## config.mk

```make
export PLATFORM = sky130hd
export DESIGN_NAME = lsu_dmem_master
export DESIGN_NICKNAME = d
export VERILOG_FILES = /design/src/rtl/lsu_dmem_master.sv
export SDC_FILE = /design/constraint.sdc
export NUM_CORES = 1
export LEC_CHECK = 0
export ABC_AREA = 1
export CORE_MARGIN = 2
export CORE_UTILIZATION = 53
export CTS_CLUSTER_DIAMETER = 100
export DETAILED_ROUTE_END_ITERATION = 8
export PLACE_DENSITY_LB_ADDON = 0.1
export SLEW_MARGIN = 20
export SYNTH_ARGS = -nofsm -noshare
export SYNTH_HDL_FRONTEND = slang
export SYNTH_SLANG_ARGS = --single-unit
```

## constraint.sdc

```tcl
create_clock -name clk -period 8.8 [get_ports clk]
set_input_delay 1.32 -clock clk [delete_from_list [all_inputs] [get_ports clk]]
set_output_delay 1.32 -clock clk [all_outputs]
set_load 0.02 [all_outputs]
```

## src/rtl/lsu_dmem_master.sv

```systemverilog
// Load/store initiator for a word-addressed single-port data memory (comb read, sync write).
// Define LSU_MISALIGN_SPLIT_EN to split word-spanning accesses; otherwise misaligned accesses error.
module lsu_dmem_master #(
  parameter int ADDR_W = 10
) (
  input  logic              clk,
  input  logic              reset,
  input  logic              req_valid,
  output logic              req_ready,
  input  logic              req_we,
  input  logic [1:0]        req_size,
  input  logic              req_unsigned,
  input  logic [31:0]       req_addr,
  input  logic [31:0]       req_wdata,
  output logic              rsp_valid,
  input  logic              rsp_ready,
  output logic [31:0]       rsp_rdata,
  output logic              rsp_err,
  output logic              mem_rw,
  output logic [ADDR_W-1:0] mem_addr,
  output logic [31:0]       mem_wdata,
  input  logic [31:0]       mem_rdata
);

  typedef enum logic [2:0] {IDLE, RD0, RD1, WR0, WR1, RESP} state_t;

  state_t state, state_nxt;

  logic              we_q;
  logic [1:0]        size_q;
  logic              uns_q;
  logic [ADDR_W-1:0] wi_q;
  logic [1:0]        off_q;
  logic [31:0]       wdata_q;
  logic              err_q;
  logic              span_q;
  logic [31:0]       buf0;
  logic [31:0]       buf1;
  logic [63:0]       merged;

  logic [ADDR_W-1:0] wi_in;
  logic [1:0]        off_in;
  logic              span_in;
  logic              hi_in;
  logic              err_in;
  logic              accept;

  function automatic logic [2:0] size_bytes(input logic [1:0] size);
    case (size)
      2'b00:   return 3'd1;
      2'b01:   return 3'd2;
      default: return 3'd4;
    endcase
  endfunction

  // Little-endian extract starting at byte offset, then sign/zero extend.
  function automatic logic [31:0] load_extend(input logic [63:0] dw, input logic [1:0] off,
                                              input logic [1:0] size, input logic uns);
    logic [31:0]        sh;
    logic signed [7:0]  b;
    logic signed [15:0] h;
    logic signed [31:0] r;
    sh = 32'(dw >> {off, 3'b000});
    b  = sh[7:0];
    h  = sh[15:0];
    case (size)
      2'b00:   r = uns ? {24'd0, sh[7:0]} : 32'(b);
      2'b01:   r = uns ? {16'd0, sh[15:0]} : 32'(h);
      default: r = sh;
    endcase
    return r;
  endfunction

  function automatic logic [63:0] merge_store(input logic [63:0] dw, input logic [31:0] wd,
                                              input logic [1:0] off, input logic [1:0] size);
    logic [3:0]  m4;
    logic [7:0]  lanes;
    logic [63:0] ins;
    logic [63:0] r;
    case (size)
      2'b00:   m4 = 4'b0001;
      2'b01:   m4 = 4'b0011;
      default: m4 = 4'b1111;
    endcase
    lanes = {4'd0, m4} << off;
    ins   = {32'd0, wd} << {off, 3'b000};
    r     = dw;
    for (int i = 0; i < 8; i++) begin
      if (lanes[i]) r[8*i +: 8] = ins[8*i +: 8];
    end
    return r;
  endfunction

  assign accept  = req_valid && (state == IDLE);
  assign wi_in   = req_addr[ADDR_W+1:2];
  assign off_in  = req_addr[1:0];
  assign span_in = ({1'b0, off_in} + size_bytes(req_size)) > 3'd4;
  assign hi_in   = (req_addr >> (ADDR_W + 2)) != 32'd0;

`ifdef LSU_MISALIGN_SPLIT_EN
  // The last word has no successor: a spanning access there errors instead of wrapping.
  assign err_in = (req_size == 2'b11) | hi_in | (span_in & (&wi_in));
`else
  logic misal;
  assign misal  = ((req_size == 2'b01) & off_in[0]) | ((req_size == 2'b10) & (off_in != 2'b00));
  assign err_in = (req_size == 2'b11) | hi_in | misal;
`endif

  always_ff @(posedge clk or posedge reset) begin
    if (reset) state <= IDLE;
    else       state <= state_nxt;
  end

  always_ff @(posedge clk) begin
    if (accept) begin
      we_q    <= req_we;
      size_q  <= req_size;
      uns_q   <= req_unsigned;
      wi_q    <= wi_in;
      off_q   <= off_in;
      wdata_q <= req_wdata;
      err_q   <= err_in;
      span_q  <= span_in;
    end
    if (state == RD0) buf0 <= mem_rdata;
    if (state == RD1) buf1 <= mem_rdata;
  end

  always_comb begin
    state_nxt = state;
    unique case (state)
      IDLE: begin
        if (req_valid) begin
          if (err_in)                                      state_nxt = RESP;
          else if (!req_we)                                state_nxt = RD0;
          else if (req_size == 2'b10 && off_in == 2'b00)   state_nxt = WR0;
          else                                             state_nxt = RD0;
        end
      end
      RD0:     state_nxt = span_q ? RD1 : (we_q ? WR0 : RESP);
      RD1:     state_nxt = we_q ? WR0 : RESP;
      WR0:     state_nxt = span_q ? WR1 : RESP;
      WR1:     state_nxt = RESP;
      RESP:    if (rsp_ready) state_nxt = IDLE;
      default: state_nxt = IDLE;
    endcase
  end

  // Aligned SW never reads, so stale buffer lanes are fully overwritten by the merge.
  assign merged = merge_store({buf1, buf0}, wdata_q, off_q, size_q);

  always_comb begin
    req_ready = (state == IDLE);
    rsp_valid = 1'b0;
    rsp_rdata = 32'd0;
    rsp_err   = 1'b0;
    mem_rw    = 1'b0;
    mem_addr  = '0;
    mem_wdata = 32'd0;
    unique case (state)
      RD0: mem_addr = wi_q;
      RD1: mem_addr = wi_q + ADDR_W'(1);
      WR0: begin
        mem_rw    = 1'b1;
        mem_addr  = wi_q;
        mem_wdata = merged[31:0];
      end
      WR1: begin
        mem_rw    = 1'b1;
        mem_addr  = wi_q + ADDR_W'(1);
        mem_wdata = merged[63:32];
      end
      RESP: begin
        rsp_valid = 1'b1;
        rsp_err   = err_q;
        if (!err_q && !we_q) rsp_rdata = load_extend({buf1, buf0}, off_q, size_q, uns_q);
      end
      default: ;
    endcase
  end

endmodule
```

==> flow_metrics.tcl <==
set metrics [dict create \
    cts-resized-gates 0 \
    layout_common_cells "nand2_1 (211), clkdlybuf4s50_1 (181), edfxtp_1 (114), o21ai_0 (104), inv_1 (95)" \
    ys.warnings.count 0 \
    cp_data_required_time_ns 7.48 \
    wl_um 25100 \
    power_density_nw_per_um2 278 \
    clkLatencyLatePin_ns 0.43 \
    drc 0 \
    synth-edff-count 114 \
    dieHeight_um 116 \
    run_status "finished, final reports clean" \
    ir_drop_uv 224 \
    grt_pass1_wl_um 36800 \
    cp_max_fo 58 \
    cts_root_buf "clkbuf_16" \
    wire_per_inst_um 21.6 \
    clkTransAtPathRegs_ns 0.06 \
    htreeDepth 4 \
    cts_max_path_buffers 2 \
    io_pins 182 \
    syn_inst 807 \
    area.growth.synth_to_final_pct 37.1 \
    n_antenna_cell 0 \
    setup_tns_ns 0 \
    vias_per_cell 6.12 \
    cts_buffers 17 \
    vias 7091 \
    synth_area_per_cell_sq_um 8.28 \
    clock_skew_ns 0.00884 \
    holdBufCountCts 0 \
    synthDistinctLibCells 38 \
    core_area_sq_um 12500 \
    grt_max_degree 59 \
    r2r_start "state[1]" \
    r2r_cells 10 \
    report.final.slew_viol_count 0 \
    period_share 0.625 \
    drive_gt1_frac 0.0618 \
    min-delay-start "state[0]" \
    synth_area_sq_um 6680 \
    leakage_nw 3.64 \
    firstDrtPassIters 6 \
    final-setup-viol-count 0 \
    postCtsSetupRepairBufs 0 \
    async_reset_ff_frac 0.0256 \
    portBuffers 181 \
    first_iter_violations 1080 \
    die_width_um 116 \
    finalInstanceArea_sq_um 9160 \
    clock.fmax_mhz 182 \
    antenna_found_initial 0 \
    nNetsFinal 1082 \
    holdPathStages 3 \
    overflow 0 \
    grt_pass1_vias 6811 \
    critical_path_arrival_ns 4.18 \
    worstReg2RegEnd "state[2]" \
    min_period_ns 5.50 \
    hold_path_class "reg2reg" \
    maxSlewHeadroom 0.300 \
    clock_sink_count 117 \
    num_rows 41 \
    startpoint "off_q[0]" \
    grt.total_usage 0.372 \
    cp-end-kind "output pin" \
    detailed_place.area_sq_um 8590 \
    holdPathEnd "state[0]" \
    rsz0062_at_grt "no" \
    cts_tree "built" \
    final_common_cell "nand2_1" \
    dieArea_sq_um 13500 \
    hold_viol 0 \
    tightest_slew_ns 1.05 \
    place_congestion 0.988 \
    start_util 0.536 \
    start_kind "flop" \
    r2r_slack_ns 6.64 \
    synth_seq_area_share 0.523 \
    ys_ff_latch 117 \
    synthFlopType "edfxtp_1" \
    drv_cap 0 \
    postSynthNetCount 914 \
    hpwlAfterDp_um 17100 \
    criticalPathCategory "reg2out" \
    final_antenna_net_count 0 \
]
[per-layer routing]
metal / track usage / routed length (um) / vias up
met2: 0.618 / 11800 / 636
li1: - / - / 3086
met1: 0.458 / 8960 / 3228
met5: 0 / 0 / -
met4: 0.186 / 1380 / 0
met3: 0.0867 / 2880 / 141
[cell usage after synthesis, drive strengths merged, types with 3 or more instances]
master | instances | area [sq um]
o21ai | 110 | 551
o221ai | 3 | 26.3
nand4 | 3 | 18.8
o22ai | 7 | 43.8
edfxtp | 114 | 3420
o2bb2ai | 3 | 26.3
nand2 | 214 | 811
inv | 99 | 372
xor2 | 3 | 26.3
buf | 21 | 105
a211oi | 3 | 22.5
a22oi | 8 | 60.1
clkbuf | 17 | 65.1
nor2 | 67 | 259
o211ai | 25 | 188
nand3 | 26 | 130
dfrtp | 3 | 75.1
nor3 | 4 | 25.0
a21oi | 57 | 297
or2 | 8 | 50.1
[registers in the layout, indices dropped and copies added, names as in the netlist]
name,flops
buf1,32
span_q,1
size_q,2
uns_q,1
state,3
off_q,2
wi_q,10
wdata_q,32
we_q,1
err_q,1
buf0,32
[report_power, final]
| part | switching [mW] | internal (mW) | leakage (nW) |
|---|---|---|---|
| sequential | 0.0883 | 0.768 | 1.09 |
| combinational | 0.662 | 0.351 | 2.29 |
| clock | 0.265 | 0.413 | 0.264 |
| total | 1.02 | 1.53 | 3.64 |
[how the worst max path moves through the flow]
| stage | endpoint | slack (ns) | cells past startpoint |
|---|---|---|---|
| global placement | mem_wdata[6] | 3.54 | 8 |
| global route | mem_wdata[6] | 3.06 | 8 |
| detailed placement | mem_wdata[2] | 3.64 | 10 |
| CTS | mem_wdata[6] | 3.16 | 8 |
| finish | mem_wdata[6] | 3.30 | 8 |
| floorplan | err_q | 4.90 | 2 |
[metrics by stage]
step	std cells	setup WS (ns)	total power, mW	util	hold slack, ns
after floorplan	807	4.90	1.39	-	0.491
after global placement	1128	3.54	1.81	0.689	0.514
after detailed placement	1128	3.64	1.83	0.689	0.562
after CTS	1159	3.16	2.52	0.735	0.557
after global routing	1159	3.06	2.65	0.735	0.605
final	1159	3.30	2.55	0.735	0.565
[cells by family (layout without fill, tap and decap cells)]
logic type	Yosys count	after routing	synth area share
adders and majority gates	3	3	0.00674
and+or+nand+nor	323	323	0.195
buffers and inverters	139	319	0.0822
xor gates and xnor gates	3	3	0.00393
DFF	117	117	0.523
AOI/OAI and AO/OA	222	222	0.189
[layout make-up]
cell class	instances	area [sq um]
fill	838	3300
tap	172	215
clock inverter	13	134
clock buffer	18	429
sequential	117	3500
multi-input combinational	551	2650
timing repair buffer	187	1860
inverter	101	379
[worst max-delay path, cell delays in order (launching register included)]
cell	delay, ns
edfxtp_1	0.86
buf_4	0.57
inv_2	0.31
nor2_2	0.73
nand2_1	0.10
nand3_1	0.11
o21ai_0	0.08
o21ai_0	0.26
clkdlybuf4s50_1	0.69
Note: power is estimated with default switching activity, not from simulation.
